File: config.mk
export PLATFORM = sky130hd
export DESIGN_NAME = pool_window_gen
export DESIGN_NICKNAME = d
export VERILOG_FILES = /design/src/rtl/pool_window_gen.sv
export SDC_FILE = /design/constraint.sdc
export NUM_CORES = 1
export LEC_CHECK = 0
export BUFFER_PORTS_ARGS = -buffer_cell sky130_fd_sc_hd__buf_2
export CAP_MARGIN = 40
export CORE_MARGIN = 2
export CORE_UTILIZATION = 53
export CTS_CLUSTER_SIZE = 30
export DETAILED_ROUTE_END_ITERATION = 16
export PLACE_DENSITY = 0.75
export SETUP_SLACK_MARGIN = 0.02
export SKIP_CTS_REPAIR_TIMING = 1
export SYNTH_ARGS = -nofsm -noshare
export SYNTH_HDL_FRONTEND = slang
export SYNTH_SLANG_ARGS = --single-unit
File: constraint.sdc
create_clock -name clk -period 4.8 [get_ports clk]
set_input_delay 0.96 -clock clk [delete_from_list [all_inputs] [get_ports clk]]
set_output_delay 0.96 -clock clk [all_outputs]
set_load 0.02 [all_outputs]
File: src/rtl/pool_window_gen.sv
// Streaming 3x3 window generator feeding the max-pool stage.
// Two line buffers plus a 3x3 shift register; stride gating uses phase counters.
module pool_window_gen #(
    parameter int DATA_W = 16,
    parameter int IMG_W  = 8,
    parameter int IMG_H  = 8,
    parameter int STRIDE = 1
) (
    input  logic              clk,
    input  logic              rst_n,
    input  logic              in_valid,
    output logic              in_ready,
    input  logic [DATA_W-1:0] din,
    output logic              out_valid,
    input  logic              out_ready,
    output logic [DATA_W-1:0] win1,
    output logic [DATA_W-1:0] win2,
    output logic [DATA_W-1:0] win3,
    output logic [DATA_W-1:0] win4,
    output logic [DATA_W-1:0] win5,
    output logic [DATA_W-1:0] win6,
    output logic [DATA_W-1:0] win7,
    output logic [DATA_W-1:0] win8,
    output logic [DATA_W-1:0] win9,
    output logic              frame_done
);
    localparam int CW = $clog2(IMG_W);
    localparam int RW = $clog2(IMG_H);
    localparam int SW = (STRIDE > 1) ? $clog2(STRIDE) : 1;
    localparam logic [CW-1:0] COL_LAST = CW'(IMG_W - 1);
    localparam logic [RW-1:0] ROW_LAST = RW'(IMG_H - 1);
    localparam logic [SW-1:0] PH_LAST  = SW'(STRIDE - 1);

    logic [CW-1:0]     r_col;
    logic [RW-1:0]     r_row;
    logic [SW-1:0]     r_cph;
    logic [SW-1:0]     r_rph;
    logic [DATA_W-1:0] r_sr  [9];
    logic [DATA_W-1:0] r_win [9];
    logic [DATA_W-1:0] r_lb1 [IMG_W];
    logic [DATA_W-1:0] r_lb2 [IMG_W];
    logic              r_ov;
    logic              r_fd;

    logic              w_acc;
    logic              w_col_last;
    logic              w_row_last;
    logic              w_col_ok;
    logic              w_row_ok;
    logic              w_complete;
    logic [DATA_W-1:0] w_sr_nxt [9];

    assign in_ready   = !(r_ov && !out_ready);
    assign w_acc      = in_valid && in_ready;
    assign w_col_last = (r_col == COL_LAST);
    assign w_row_last = (r_row == ROW_LAST);
    assign w_col_ok   = (r_col >= CW'(2));
    assign w_row_ok   = (r_row >= RW'(2));
    // Phase counters hold (c-2) mod STRIDE and (r-2) mod STRIDE once past the border.
    assign w_complete = w_acc && w_col_ok && w_row_ok && (r_cph == '0) && (r_rph == '0);

    always_comb begin
        for (int unsigned i = 0; i < 3; i++) begin
            w_sr_nxt[3*i]     = r_sr[3*i + 1];
            w_sr_nxt[3*i + 1] = r_sr[3*i + 2];
        end
        w_sr_nxt[2] = r_lb2[r_col];
        w_sr_nxt[5] = r_lb1[r_col];
        w_sr_nxt[8] = din;
    end

    always_ff @(posedge clk or negedge rst_n) begin
        if (!rst_n) begin
            r_col <= '0;
            r_row <= '0;
            r_cph <= '0;
            r_rph <= '0;
            r_ov  <= 1'b0;
            r_fd  <= 1'b0;
            for (int unsigned i = 0; i < 9; i++) begin
                r_sr[i]  <= '0;
                r_win[i] <= '0;
            end
        end else begin
            r_fd <= w_acc && w_col_last && w_row_last;
            if (w_acc) begin
                r_sr <= w_sr_nxt;
                if (w_col_last) begin
                    r_col <= '0;
                    r_cph <= '0;
                    if (w_row_last) begin
                        r_row <= '0;
                        r_rph <= '0;
                    end else begin
                        r_row <= r_row + RW'(1);
                        if (w_row_ok)
                            r_rph <= (r_rph == PH_LAST) ? '0 : r_rph + SW'(1);
                    end
                end else begin
                    r_col <= r_col + CW'(1);
                    if (w_col_ok)
                        r_cph <= (r_cph == PH_LAST) ? '0 : r_cph + SW'(1);
                end
            end
            if (w_complete) begin
                r_win <= w_sr_nxt;
                r_ov  <= 1'b1;
            end else if (out_ready) begin
                r_ov  <= 1'b0;
            end
        end
    end

    // Line-buffer RAM is intentionally not reset.
    always_ff @(posedge clk) begin
        if (w_acc) begin
            r_lb2[r_col] <= r_lb1[r_col];
            r_lb1[r_col] <= din;
        end
    end

    assign out_valid  = r_ov;
    assign frame_done = r_fd;
    assign win1 = r_win[0];
    assign win2 = r_win[1];
    assign win3 = r_win[2];
    assign win4 = r_win[3];
    assign win5 = r_win[4];
    assign win6 = r_win[5];
    assign win7 = r_win[6];
    assign win8 = r_win[7];
    assign win9 = r_win[8];
endmodule

=== Yosys cells after proc, flatten, opt, wreduce, memory -nomap -nowiden ===
Memory sizes are Yosys's and may differ from the RTL's.
Cells that the tools add are included.

* $add $sub $neg: 4
* $lt $le $gt $ge: 2
* Equality and inequality tests: 2
* Muxes and demuxes: 12
* Bitwise gates (word level): 2
* Reductions and logical operators: 16

{| class="wikitable"
|+ Operators with widths
! kind !! count
|-
| 1-bit two-way mux || 10
|-
| 1-bit logical AND || 8
|-
| 3-bit by 1-bit adder with 3-bit output, second input constant || 2
|-
| 3-bit == test, second input constant || 2
|-
| 3-bit by 2-bit >= comparator with 1-bit output, second input constant || 2
|-
| 3-bit two-way mux || 2
|-
| 2-bit nonzero test || 3
|-
| 2-bit AND reduction || 2
|-
| 3-bit AND reduction || 1
|-
| 1-bit adder, second input constant || 2
|-
| 1-bit zero test || 2
|-
| 1-bit inverter || 2
|}

* Flip-flop bits (word level): 250
* RAM bits: 256
* Output and inout port bits: 147
* Word-level logic and storage cells: 61
* Memories kept: 2

{| class="wikitable"
|+ Memory list
! memory !! depth !! width !! rd ports !! clocked after memory_dff !! wr ports !! line !! text
|-
| r_lb1 || 8 || 16 || 1 || 0 || 1 || 40 || <nowiki>logic [DATA_W-1:0] r_lb1 [IMG_W];</nowiki>
|-
| r_lb2 || 8 || 16 || 1 || 0 || 1 || 41 || <nowiki>logic [DATA_W-1:0] r_lb2 [IMG_W];</nowiki>
|}

=== Depth between registers and ports, before layout ===
* Depth in word-level cells: 9
* Mapped depth: 9
* Depth with buffers taken out: 6

=== Worst setup path before layout ===
OpenSTA, ideal clock, no wires.

* Kind: input to register
* Start point: input out_ready
* End point: memory r_lb1[0][0] (enable)
* Setup time: 0.501 ns
* Arrival: 4.735 ns
* Required time: 4.299 ns
* Setup slack: -0.436 ns
* Stages on the path: 5
* Path buffers: 2
* Cells stage by stage: nand2b_1 > clkbuf_2 > nand2_1 > clkbuf_1 > nor4_1

* Longest elaborated chain between the ends: 6

{| class="wikitable"
|+ RTL lines
! item !! line !! text
|-
| start, declared || 15 || <nowiki>input logic out_ready,</nowiki>
|-
| 1-bit zero test || 53 || <nowiki>assign in_ready = !(r_ov && !out_ready);</nowiki>
|-
| 1-bit logical AND || 53 ||
|-
| 1-bit zero test || 53 ||
|-
| net in_ready || 12 || <nowiki>output logic in_ready,</nowiki>
|-
| 1-bit logical AND || 54 || <nowiki>assign w_acc = in_valid && in_ready;</nowiki>
|-
| 1-bit two-way mux || 116 || <nowiki>if (w_acc) begin</nowiki>
|-
| 1-bit two-way mux (implied by the code) || 118 || <nowiki>r_lb1[r_col] <= din;</nowiki>
|-
| end, declared || 40 ||
|}

The timed path passes the listed nets, and every way through them passes these cells.

==> impl_metrics.env <==
export IMPL_cp_cell_sequence="buf_4 > mux4_2 > mux2i_1 > inv_1"
export IMPL_hold_path_startpoint="r_sr[64]"
export IMPL_wl_per_cell_um=21.1
export IMPL_yosys_cell_count_top_type="nand2_1"
export IMPL_critPathCaptureType="flip-flop"
export IMPL_seqPwrFrac_pct=44.2
export IMPL_ys_top_cells_by_area="edfxtp_1 (41%), dfrtp_1 (33%), mux4_2 (7.4%)"
export IMPL_report_final_setup_viol=0
export IMPL_grt_pass1_wl_um=59700
export IMPL_synthFlopType="edfxtp_1"
export IMPL_drive_gt1_share_pct=27.3
export IMPL_syn_nets=1186
export IMPL_dieArea_mm2=0.0373
export IMPL_initial_utilization_pct=53.5
export IMPL_worstPathRequired_ns=5.03
export IMPL_fin_skew_ns=0.0270
export IMPL_crit_path_start="r_col[2]"
export IMPL_vias=10200
export IMPL_critical_path_slowest_cell="dfrtp_2"
export IMPL_grt_pass1_vias=10300
export IMPL_drv_cap=0
export IMPL_internal_power_w=0.0104
export IMPL_max_freq_ghz=0.340
export IMPL_clk_insertion_delay_late_ns=0.57
export IMPL_hold_path_class="flip-flop to flip-flop"
export IMPL_cp_max_fo=33
export IMPL_p_switching_w=0.00532
export IMPL_path_clk_slew_ns=0.07
export IMPL_cts_max_level=2
export IMPL_fp_dieW_um=193
export IMPL_pre_cts_slack_ns=1.78
export IMPL_critical_path_arrival_ns=3.18
export IMPL_hold_slack_ns=0.467
export IMPL_grt_setup_unrepaired="false"
export IMPL_min_period_ns=2.94
export IMPL_grt_max_degree=112
export IMPL_tns_ns=0
export IMPL_fin_ws_ns=1.86
export IMPL_worst_pin_slew_ns=0.888
export IMPL_viasPerCell=5.50
export IMPL_io_pins=167
export IMPL_drv_slew=0
export IMPL_rrSetupSlack_ns=1.86
export IMPL_nets=1372
export IMPL_cts_tree="done"
export IMPL_swShare_pct=33.9
export IMPL_antenna_found_initial=1
export IMPL_grt_usage_pct=21.3
export IMPL_fin_crit_sh_pct=61.3
export IMPL_hold_violations=0
export IMPL_r2r_start="r_col[2]"
export IMPL_combPwrFrac_pct=30.5
export IMPL_regArea_mm2=0.0139
export IMPL_async_flop_share_pct=49.2
export IMPL_ant_nets=0
export IMPL_ys_seq_area_share_pct=73.4
export IMPL_drt_wl_total_um=38900
export IMPL_area_delta_synth_final_pct=16.4
export IMPL_root_buffer="clkbuf_16"
export IMPL_diodes=0
export IMPL_synth_area_mm2=0.0189
export IMPL_synth_top_area_share_pct=40.6
export IMPL_yosysTopAreaCell="edfxtp_1"
export IMPL_endpoint="r_lb2[6][8]"
export IMPL_reg_top3="r_lb1 (128), r_lb2 (128), r_sr (96)"
export IMPL_multi_input_area_mm2=0.00464
export IMPL_fillers=2501
export IMPL_maxSlewHeadroom_pct=40.8
export IMPL_yosysWarnings=0
export IMPL_worstReg2RegEnd="r_lb2[6][8]"
export IMPL_rows=69
export IMPL_drc=0
export IMPL_ff2ff_path_depth=4
export IMPL_cts_sinks=504
export IMPL_drt_iter0_drc=747
export IMPL_synth_cell_types=33
export IMPL_leakagePower_nw=9.32
export IMPL_synth_edff_count=256
export IMPL_first_pass_iters=7
export IMPL_synth_area_per_cell_um2=16.3
export IMPL_cts_max_path_buffers=3
export IMPL_status="complete, no violations"
export IMPL_cpPeakStageDelay_ns=0.92
export IMPL_numCtsBuffers=48
export IMPL_dp_final_hpwl_um=23100
export IMPL_core_mm2=0.0354
export IMPL_netlist_top_cells_count="nand2_1 (266), edfxtp_1 (256), dfrtp_1 (248)"
export IMPL_io_buffers=166
export IMPL_startpoint_type="flip-flop"
export IMPL_routabilityCongestion=0.714
export IMPL_grt_ovfl_total=0
export IMPL_critical_path_class="flip-flop to flip-flop"
export IMPL_p_clk_share_pct=25.3
export IMPL_irDropWorstVdd_mv=0.468
export IMPL_die_h_um=193
export IMPL_p_per_area_mw_per_mm2=711
export IMPL_ys_ff_latch=504
export IMPL_postSynthCellCount=1160
## worst max-delay path: cells and delay by family, from the launching register on
kind | cells | cell delay, ns
flops | 1 | 0.92
buf+inv | 2 | 0.70
mux | 2 | 0.98
## per-layer routing
layer | vias up | wire [um] | part of all wire, % | track usage (%)
met4 | 2 | 807 | 2.1 | 5.89
met2 | 296 | 18800 | 48 | 34.0
met1 | 5239 | 17000 | 44 | 30.5
met5 | - | 11 | 0.028 | 0
li1 | 4562 | - | - | -
met3 | 55 | 2340 | 6.0 | 3.80
## through the flow
step	util, %	instances	cell area, um^2	power, W
after floorplan	-	1160	18900	0.00998
after global placement	57.4	1756	20300	0.0116
after detailed placement	57.5	1757	20300	0.0118
after CTS	62.3	1846	22000	0.0158
after global routing	62.3	1846	22000	0.0165
final	62.3	1846	22000	0.0157
## layout make-up
type | count | share of cell area, %
clock inverters | 21 | 1.46
multi-input cells | 575 | 21.1
inverters | 19 | 0.324
flip-flops and latches | 504 | 63.1
clock buffers | 68 | 6.22
repair buffers | 198 | 5.25
well taps | 461 | 2.62
## cell usage in the layout, fill, tap and decap left out, types with 2 or more instances in the layout
| cell type | synthesis | layout |
|---|---|---|
| nor2_2 | 0 | 3 |
| ha_1 | 6 | 6 |
| bufinv_16 | 0 | 7 |
| o21ai_0 | 58 | 58 |
| clkinv_1 | 0 | 2 |
| mux2i_1 | 33 | 33 |
| mux2_1 | 86 | 86 |
| dfrtp_1 | 248 | 246 |
| clkinv_2 | 0 | 6 |
| nor3_2 | 0 | 4 |
| nand2_1 | 266 | 265 |
| inv_1 | 18 | 18 |
| edfxtp_1 | 256 | 256 |
| buf_4 | 5 | 26 |
| mux4_2 | 62 | 62 |
| nand2b_1 | 3 | 3 |
| a21oi_1 | 2 | 2 |
| nand3_1 | 3 | 3 |
| clkbuf_8 | 0 | 7 |
| buf_2 | 16 | 165 |
| buf_12 | 0 | 6 |
| or3_1 | 2 | 2 |
| o21ai_1 | 10 | 10 |
| clkbuf_16 | 0 | 49 |
| clkbuf_1 | 22 | 11 |
| mux2_2 | 27 | 27 |
| clkinv_8 | 0 | 3 |
## how the worst min path moves through the flow
stage / to / depth (start not counted)
finish: r_sr[64] / 2
global placement: r_sr[28] / 2
floorplan: r_sr[16] / 2
CTS: r_sr[64] / 2
global route: r_sr[30] / 2
detailed placement: r_sr[20] / 2
## cells by family (layout without fill, tap and decap cells)
kind of cell,Yosys count,count (layout),share of synthesized area (%)
DFF,504,504,73.4
and+or+nand+nor,288,288,5.98
muxes,208,208,15.8
buffers and inverters,81,306,2.45
AOI/OAI and AO/OA,73,73,1.98
adders and majority gates,6,6,0.396
## power groups by stage
stage | clock network (W) | registers [W] | logic (W)
after floorplan | 0 | 0.00738 | 0.00260
after global placement | 0 | 0.00693 | 0.00467
after detailed placement | 0 | 0.00700 | 0.00481
after CTS | 0.00403 | 0.00694 | 0.00487
after global routing | 0.00422 | 0.00708 | 0.00521
final | 0.00397 | 0.00693 | 0.00478
No activity file was read; power rests on OpenSTA's default activity.
